[src/rtl/cc_rd_fill_multi_sm.sv]
// Purpose: CC_RD_FILL dispatcher sub-FSM; pops one channel's 128-bit fill header, sends CSN, CC, 4 header words, then hands AXIS to DDR3 data.
// Latency: header pop 2 clk after leaving IDLE, CSN beat 1 clk later; every output is registered and decoded from the next state.
// Backpressure: CSN/CC/header beats are held (word, select, tlast, tvalid) until tvalid&tready; DDR3 phase is paced by aurora_ddr3_accept with a watchdog.
//
// Ports:
//   clk, reset                       clock, synchronous active-high reset
//   run_sm, chan_sel                 enable (low aborts to IDLE), channel to read (sampled in IDLE)
//   sm_running, sm_done, err_code    busy level, 1-clk completion pulse, 0 ok / 1 bad chan / 2 empty / 3 timeout
//   tx_tvalid, tx_tlast, tx_tready   AXIS handshake for CSN, CC and header words
//   send_csn/cmd/inv_cmd/hdr         one-hot word-source select, hdr_word is the header word while send_hdr
//   fill_header_fifo_*               per-channel FWFT empty, one-hot pop, packed 128-bit headers
//   fixed_ddr3_start_addr, en_fixed  start-address override
//   ddr3_rd_start_addr/burst_cnt     read request to ddr3_rd_control
//   enable_reading, reading_done     DDR3 phase level, asynchronous completion from the reader
//   use_ddr3_data, aurora_ddr3_accept  AXIS mux select, one DDR3 word accepted downstream
module cc_rd_fill_multi_sm #(
  parameter int NCHAN        = 4,
  parameter int CHAN_W       = 2,
  parameter int ADDR_W       = 23,
  parameter int BCNT_W       = 21,
  parameter int EXTRA_BURSTS = 2,
  parameter int WPB          = 4,
  parameter int TMO_W        = 24
) (
  input  logic                  clk,
  input  logic                  reset,
  input  logic                  run_sm,
  input  logic [CHAN_W-1:0]     chan_sel,
  output logic                  sm_running,
  output logic                  sm_done,
  output logic                  tx_tvalid,
  output logic                  tx_tlast,
  input  logic                  tx_tready,
  output logic                  send_csn,
  output logic                  send_cmd,
  output logic                  send_inv_cmd,
  output logic                  send_hdr,
  output logic [31:0]           hdr_word,
  output logic [1:0]            err_code,
  input  logic [NCHAN-1:0]      fill_header_fifo_empty,
  output logic [NCHAN-1:0]      fill_header_fifo_rd_en,
  input  logic [NCHAN*128-1:0]  fill_header_fifo_out,
  input  logic [ADDR_W-1:0]     fixed_ddr3_start_addr,
  input  logic                  en_fixed_ddr3_start_addr,
  output logic [ADDR_W-1:0]     ddr3_rd_start_addr,
  output logic [BCNT_W-1:0]     ddr3_rd_burst_cnt,
  output logic                  enable_reading,
  input  logic                  reading_done,
  output logic                  use_ddr3_data,
  input  logic                  aurora_ddr3_accept
);

  localparam int WPB_LG = $clog2(WPB);
  localparam int WL_W   = BCNT_W + WPB_LG;
  // One below all-ones: the exit fires on the edge where the counter would
  // reach its maximum, giving exactly 2**TMO_W-1 quiet cycles in DDR3.
  localparam logic [TMO_W-1:0] WD_LAST = {TMO_W{1'b1}} - 1'b1;

  typedef enum logic [3:0] {
    S_IDLE, S_CHK, S_HDR_LD, S_ERR, S_CSN, S_CC, S_HW, S_DDR3, S_DONE
  } state_t;

  state_t            cs, ns;
  logic [CHAN_W-1:0] ch;
  logic [127:0]      hdr;
  logic [1:0]        idx, idx_n;
  logic [1:0]        err_n;
  logic [WL_W-1:0]   words_left;
  logic [TMO_W-1:0]  wd_cnt;
  logic              rd_done_s1, rd_done_s2;

  logic              chan_ok;
  logic              sel_empty;
  logic [127:0]      sel_hdr;
  logic [BCNT_W-1:0] bcnt_calc;
  logic [WL_W-1:0]   words_init;
  logic              beat_acc;

  assign beat_acc = tx_tvalid & tx_tready;

  // Channel mux by comparison so an out-of-range ch never indexes past NCHAN.
  always_comb begin
    chan_ok   = 1'b0;
    sel_empty = 1'b1;
    sel_hdr   = '0;
    for (int c = 0; c < NCHAN; c++) begin
      if (ch == CHAN_W'(c)) begin
        chan_ok   = 1'b1;
        sel_empty = fill_header_fifo_empty[c];
        sel_hdr   = fill_header_fifo_out[128*c +: 128];
      end
    end
  end

  // Header count plus the DDR3 header/footer bursts; wraps at BCNT_W bits.
  assign bcnt_calc  = BCNT_W'(sel_hdr[84:64]) + BCNT_W'(EXTRA_BURSTS);
  assign words_init = WL_W'(bcnt_calc) << WPB_LG;

  always_comb begin
    ns    = cs;
    idx_n = idx;
    err_n = err_code;
    case (cs)
      S_IDLE: begin
        ns    = S_CHK;
        err_n = 2'd0;
      end
      S_CHK: begin
        if (!chan_ok) begin
          ns    = S_ERR;
          err_n = 2'd1;
        end else if (sel_empty) begin
          ns    = S_ERR;
          err_n = 2'd2;
        end else begin
          ns = S_HDR_LD;
        end
      end
      S_HDR_LD: ns = S_CSN;
      S_ERR:    ns = S_CSN;
      S_CSN: begin
        if (beat_acc) ns = S_CC;
      end
      S_CC: begin
        if (beat_acc) begin
          if (err_code != 2'd0) begin
            ns = S_DONE;
          end else begin
            ns    = S_HW;
            idx_n = 2'd0;
          end
        end
      end
      S_HW: begin
        if (beat_acc) begin
          if (idx == 2'd3) ns = S_DDR3;
          else             idx_n = idx + 2'd1;
        end
      end
      S_DDR3: begin
        // words_left is the registered count, so an accept in the same clk
        // as reading_done is only seen by the compare one clk later.
        if (rd_done_s2 && (words_left == '0)) begin
          ns = S_DONE;
        end else if (!aurora_ddr3_accept && (wd_cnt == WD_LAST)) begin
          ns    = S_DONE;
          err_n = 2'd3;
        end
      end
      S_DONE:  ns = S_IDLE;
      default: ns = S_IDLE;
    endcase
    if (!run_sm) begin
      ns    = S_IDLE;
      err_n = 2'd0;
      idx_n = 2'd0;
    end
  end

  always_ff @(posedge clk) begin
    if (reset) begin
      cs                     <= S_IDLE;
      ch                     <= '0;
      hdr                    <= '0;
      idx                    <= '0;
      err_code               <= '0;
      words_left             <= '0;
      wd_cnt                 <= '0;
      rd_done_s1             <= 1'b0;
      rd_done_s2             <= 1'b0;
      sm_running             <= 1'b0;
      sm_done                <= 1'b0;
      tx_tvalid              <= 1'b0;
      tx_tlast               <= 1'b0;
      send_csn               <= 1'b0;
      send_cmd               <= 1'b0;
      send_inv_cmd           <= 1'b0;
      send_hdr               <= 1'b0;
      hdr_word               <= '0;
      fill_header_fifo_rd_en <= '0;
      ddr3_rd_start_addr     <= '0;
      ddr3_rd_burst_cnt      <= '0;
      enable_reading         <= 1'b0;
      use_ddr3_data          <= 1'b0;
    end else begin
      cs         <= ns;
      idx        <= idx_n;
      err_code   <= err_n;
      rd_done_s1 <= reading_done;
      rd_done_s2 <= rd_done_s1;

      if (cs == S_IDLE && ns == S_CHK) ch <= chan_sel;

      if (ns == S_IDLE) begin
        hdr                <= '0;
        ddr3_rd_start_addr <= '0;
        ddr3_rd_burst_cnt  <= '0;
      end else if (cs == S_HDR_LD) begin
        hdr                <= sel_hdr;
        ddr3_rd_start_addr <= en_fixed_ddr3_start_addr ? fixed_ddr3_start_addr
                                                       : ADDR_W'(sel_hdr[57:35]);
        ddr3_rd_burst_cnt  <= bcnt_calc;
      end

      if (ns == S_IDLE) begin
        words_left <= '0;
      end else if (cs == S_HDR_LD) begin
        words_left <= words_init;
      end else if (cs == S_DDR3 && aurora_ddr3_accept && (words_left != '0)) begin
        words_left <= words_left - 1'b1;
      end

      if (cs == S_DDR3 && ns == S_DDR3) begin
        wd_cnt <= aurora_ddr3_accept ? '0 : wd_cnt + 1'b1;
      end else begin
        wd_cnt <= '0;
      end

      // Outputs decoded from ns so they change together with the state.
      sm_running             <= (ns != S_IDLE);
      sm_done                <= (ns == S_DONE);
      tx_tvalid              <= (ns == S_CSN) || (ns == S_CC) || (ns == S_HW);
      tx_tlast               <= (ns == S_CC) && (err_n != 2'd0);
      send_csn               <= (ns == S_CSN);
      send_cmd               <= (ns == S_CC) && (err_n == 2'd0);
      send_inv_cmd           <= (ns == S_CC) && (err_n != 2'd0);
      send_hdr               <= (ns == S_HW);
      hdr_word               <= (ns == S_HW) ? hdr[32*idx_n +: 32] : 32'd0;
      fill_header_fifo_rd_en <= (ns == S_HDR_LD) ? (NCHAN'(1) << ch) : '0;
      enable_reading         <= (ns == S_DDR3);
      use_ddr3_data          <= (ns == S_DDR3) || ((ns == S_DONE) && (err_n == 2'd0));
    end
  end

endmodule

[config.mk]
export PLATFORM = sky130hd
export DESIGN_NAME = cc_rd_fill_multi_sm
export DESIGN_NICKNAME = d
export VERILOG_FILES = /design/src/rtl/cc_rd_fill_multi_sm.sv
export SDC_FILE = /design/constraint.sdc
export NUM_CORES = 1
export LEC_CHECK = 0
export CAP_MARGIN = 15
export CELL_PAD_IN_SITES_DETAIL_PLACEMENT = 0
export CELL_PAD_IN_SITES_GLOBAL_PLACEMENT = 1
export CORE_AREA = 2 2 249 251
export DETAILED_ROUTE_END_ITERATION = 10
export DIE_AREA = 0 0 251 253
export PLACE_DENSITY_LB_ADDON = 0.1
export SETUP_SLACK_MARGIN = 0.5
export SYNTH_ARGS = -nofsm -noshare
export SYNTH_HDL_FRONTEND = slang
export SYNTH_SLANG_ARGS = --single-unit
export TNS_END_PERCENT = 1
[constraint.sdc]
create_clock -name clk -period 4.25 [get_ports clk]
set_clock_uncertainty 0.05 [all_clocks]
set_input_delay 0.85 -clock clk [delete_from_list [all_inputs] [get_ports clk]]
set_output_delay 0.85 -clock clk [all_outputs]
set_load 0.03 [all_outputs]
# After elaboration in Yosys (flattened, before gate mapping)
# Cells that the tools add are included.
[totals]
register_bits = 276
inputBits = 548
out_inout_bits = 92
word_cells = 119
[classes]
n_addsub = 4
n_eq_ne = 19
shifts = 2
muxes = 38
bitwise = 4
n_reduce_logical = 29
[op_table]
columns = ["op", "n"]
rows = [
  ["$mux W128", 4],
  ["$shiftx A128 B8 Y32", 1],
  ["$mux W23", 3],
  ["$eq A4 B3 Y1 const B", 8],
  ["$mux W4", 8],
  ["$pmux W4 S7", 1],
  ["$add A24 B1 Y24 const B", 1],
  ["$eq A24 B24 Y1 const B", 1],
  ["$logic_not A23 Y1", 1],
  ["$reduce_bool A23 Y1", 1],
  ["$sub A23 B1 Y23 const B", 1],
  ["$add A21 B2 Y21 const B", 1],
  ["$mux W2", 10],
  ["$eq A4 B2 Y1 const B", 3],
  ["$mux W1", 10],
  ["$logic_and A1 B1 Y1", 9],
  ["$eq A4 B1 Y1 const B", 2],
  ["$logic_not A4 Y1", 2],
  ["$reduce_or A2 Y1", 4],
  ["$eq A2 B2 Y1 const B", 3],
  ["$pmux W2 S3", 1],
  ["$reduce_bool A2 Y1", 3],
  ["$reduce_or A3 Y1", 2],
  ["$eq A4 B4 Y1 const B", 1],
  ["10 further kinds", 15],
]

# Longest topological paths before layout
[logic_depth]
depth_word = 13
depth_mapped = 11
ltp_nobuf = 8

# Worst setup path after synthesis
# No wires, ideal clock.
[synth_path]
path_type = "input to register"
start = "input port tx_tready"
end = "register hdr_word[10]"
setup_ps = 118
arrival_ps = 2736
required_time_ps = 4082
slack_ps = 1347
cell_stages = 7
path_buffers = 1
cell_sequence = "nand2_1 or4_1 mux2i_1 nor2_1 buf_6 mux4_2 nor2b_1"
[synth_between]
elab_chain_cells = 7
word_cells_on_any_way = 14
classes_between = "eq/ne (1); shift (1); mux (9); bitwise (2); reduce/logical (1)"
[synth_rtl]
columns = ["item", "line", "source"]
rows = [
  ["from (decl)", "33", "input logic tx_tready,"],
  ["$and A1 B1 Y1 (*)", "79", "assign beat_acc = tx_tvalid & tx_tready;"],
  ["parallel branches: the longest is 6 deep, another holds $shiftx A128 B8 Y32", "--", ""],
  ["to (signal assigned)", "228", "hdr_word <= (ns == S_HW) ? hdr[32*idx_n +: 32] : 32'd0;"],
  ["to (decl)", "38", "output logic [31:0] hdr_word,"],
]
# Mark *: on every way between the ends.
# A chain may end at the register's enable or synchronous reset.

# Worst setup path in the final report
[layout_path]
start = "register words_left[10]"
end = "register wd_cnt[18]"
[layout_between]
elab_chain_cells = 9
[layout_rtl]
columns = ["item", "line", "source"]
rows = [
  ["from (decl)", "68", "logic [WL_W-1:0] words_left;"],
  ["from (signal assigned)", "208", "words_left <= words_init;"],
  ["from (signal assigned)", "210", "words_left <= words_left - 1'b1;"],
  ["$logic_not A23 Y1", "143", "if (rd_done_s2 && (words_left == '0)) begin"],
  ["$logic_and A1 B1 Y1", "143", ""],
  ["$mux W4", "143", ""],
  ["$pmux W4 S7", "103", "case (cs)"],
  ["$mux W4", "153", "if (!run_sm) begin"],
  ["$eq A4 B3 Y1", "213", "if (cs == S_DDR3 && ns == S_DDR3) begin"],
  ["$logic_and A1 B1 Y1", "213", ""],
  ["$not A1 Y1 (no source line)", "--", ""],
  ["$reduce_or A3 Y1 (no source line)", "--", ""],
  ["to (signal assigned)", "214", "wd_cnt <= aurora_ddr3_accept ? '0 : wd_cnt + 1'b1;"],
  ["to (decl)", "69", "logic [TMO_W-1:0] wd_cnt;"],
]
# No other way between the ends.

==> summary.md <==
| Metric | Value |
|---|---|
| Most numerous cell in the Yosys netlist | nand2_1 |
| CTS root buffer | clkbuf_16 |
| Top FF cell, synth | dfxtp_1 |
| Most frequent cells after synthesis | nand2_1, dfxtp_1, mux4_2, a21oi_1, nor2_1 |
| Via Count | 13.3k |
| H-tree depth | 2 |
| Cell mode on critical path | or4_1 |
| Fmax | 316 MHz |
| Pins Over Slew Limit | 0 |
| Initial core utilization | 23.5% |
| Final critical-path share of the clock period | 74.5% |
| 1st-iter DRT viols | 610 |
| Seq cells post-synth | 275 |
| Syn-to-layout area delta | 57.9% |
| DRC | 0 |
| # Post-CTS Setup Buffers | 0 |
| Port Buf Inserts | 639 |
| Area contributors post-synth | dfxtp_1, mux4_2, nand2_1, a21oi_1, nor2_1 |
| Later-pin clock latency in the skew report | 0.55 ns |
| CTS buffer count | 36 |
| Slowest stage cell, crit path | or4_1 |
| WL/cell | 22.2 um |
| Critical-path maximum fanout | 24 |
| Yosys top cell area share | 38.4% |
| Cts repair resizes | 0 |
| Pin count of the biggest net entering global routing | 166 |
| Fin util | 37.1% |
| Max-Cap Viols | 0 |
| Grt ovf | 0 |
| Asr flop ratio synth | 0% |
| Gpl congestion | 0.801 |
| Seq/Total Area, Yosys | 38.4% |
| Endpoints failing setup | 0 |
| PwrDens | 305 nW/um^2 |
| First-pass GRT wire length | 90600 um |
| Dpl hpwl | 48400 um |
| Die ar. | 63500 um^2 |
| Core area | 61000 um^2 |
| Antenna-violating nets left | 0 |
| Synthesized area per cell | 9.98 um^2 |
| Status | finished, final reports clean |
| Worst Hold Class | reg2reg |
| Synth warn | 0 |
| Mapped Cells | 1436 |
| WP data arrival | 3.51 ns |
| Row count | 91 |
| Antenna violations before repair | 3 |
| Max Root-Sink Buffers | 3 |
| Vias in the first global route | 14.1k |
| Placed cells | 2765 |
| Drt via density | 4.70 |
| Routed Wire Length | 62900 um |
| CP Capture Type | register |
| Post-synth EDFFs | 0 |
| Minimum clock period | 3.17 ns |
| Layout cells sized above 1 | 12.7% |
| Distinct cells, synth | 59 |
| WP data required | 4.59 ns |
| Sum Neg Setup Slack | 0 ns |
| Die Height | 253 um |
| Worst stage delay on the critical path | 0.74 ns |
| Kind of critical path | reg2reg |
| Worst vdd ir | 0.231 mV |
| Worst Tran Pin Value | 0.986 ns |
| Layout Nets | 2566 |
| Mapped Area | 14300 um^2 |
| RSZ-0062 raised after global routing | false |
| Cells along the critical path | or4_1, nor3_2, nand4_1, a32oi_1, or4_1, nor2_1 |
| GRT Overall Usage | 19.1% |
| Pre-Repair DR Iteration Count | 5 |
| Rel. slew slack | 34.3% |
| Pleak | 7.37 nW |
| Cell taking the most area after synthesis | dfxtp_1 |
| Non-Filler Instances | 2832 |
| CP startpoint kind | register |
| Syn Nets | 1989 |
| Clock-pin slew on the worst setup and hold paths | 0.05 ns |
| Num ports | 640 |
| Hold Buf Count CTS | 0 |
| Die Width | 251 um |
| CTS tree | yes |
| Final Hold Fails | 0 |
| Clock sinks | 275 |
| Worst R2R Setup Slack | 1.08 ns |
[sequential cells by signal, indices dropped and copies added (netlist names), 4 cells and up]
signal	cells
fill_header_fifo_rd_en	4
ddr3_rd_burst_cnt	21
ddr3_rd_start_addr	23
wd_cnt	24
words_left	23
hdr	127
hdr_word	32
cs	4
[path summary, 6_finish.rpt]
path | endpoint | start | depth (start not counted)
setup / recovery | wd_cnt[18]$_SDFF_PP0_ | words_left[10]$_SDFFE_PP0P_ | 6
hold / removal | hdr[31]$_SDFFE_PP0P_ | hdr[31]$_SDFFE_PP0P_ | 2
setup reg to reg | wd_cnt[18]$_SDFF_PP0_ | words_left[10]$_SDFFE_PP0P_ | 6
hold reg to reg | hdr[31]$_SDFFE_PP0P_ | hdr[31]$_SDFFE_PP0P_ | 2
[layout make-up]
class	instances	area, um^2
Fill cell	6157	38400
Multi-Input combinational cell	1029	8290
Timing Repair Buffer	655	6560
Sequential cell	275	5510
Clock buffer	51	1040
Tap cell	790	988
Clock inverter	13	175
Inverter	16	60.1
Antenna cell	3	7.51
[power breakdown]
part / total [mW] / leakage [nW] / internal [mW] / switching (mW)
clock: 3.11 / 0.593 / 1.90 / 1.22
sequential: 2.63 / 2.22 / 2.60 / 0.0283
combinational: 1.17 / 4.56 / 0.721 / 0.449
[layout by cell type (no fill, tap or decap), drive strengths merged, types with 5 or more instances in the layout]
cell type	instances
nor3	15
and3	12
clkinv	6
xor2	39
mux4	160
or2	5
xnor2	17
buf	17
nor2b	37
inv	18
nor4	9
nand2	291
clkdlybuf4s50	638
nand2b	8
o22ai	6
nand4	13
o21ai	22
mux2i	25
a211oi	33
a21oi	149
ha	5
nand3b	5
dfxtp	275
nand3	30
or3	5
or4	8
clkbuf	51
nor2	100
[stage by stage]
stage / power, mW / area (um^2) / hold WS (ns) / worst slack, ns
after floorplan: 3.15 / 14300 / 0.364 / 1.35
after global placement: 3.87 / 21400 / 0.380 / 0.636
after CTS: 7.06 / 22600 / 0.404 / 1.07
after global routing: 7.21 / 22600 / 0.413 / 0.787
final: 6.91 / 22600 / 0.401 / 1.08
after detailed placement: 3.88 / 21400 / 0.396 / 0.541
[metal layers]
metal  wire, um  GRT usage, %
met1      25700          22.8
met2      31900          34.0
met5         13             0
met3       3670          4.19
met4       1670          6.34
[cell families after synthesis]
| logic type | after synthesis | synth area share [%] |
|---|---|---|
| AND/OR/NAND/NOR | 548 | 17.3 |
| flip-flops | 275 | 38.4 |
| AO/OA/AOI/OAI | 233 | 9.39 |
| multiplexers | 187 | 27.0 |
| buffers and inverters | 132 | 4.02 |
| XOR/XNOR | 56 | 3.42 |
| adder cells (fa/ha/maj) | 5 | 0.437 |
[worst max-delay path: cells and delay by family (launching register included)]
family             cells  cell delay (ns)
AOI/OAI and AO/OA      1             0.43
DFF                    1             0.34
and+or+nand+nor        5             2.18
(Power assumes the default switching activity.)
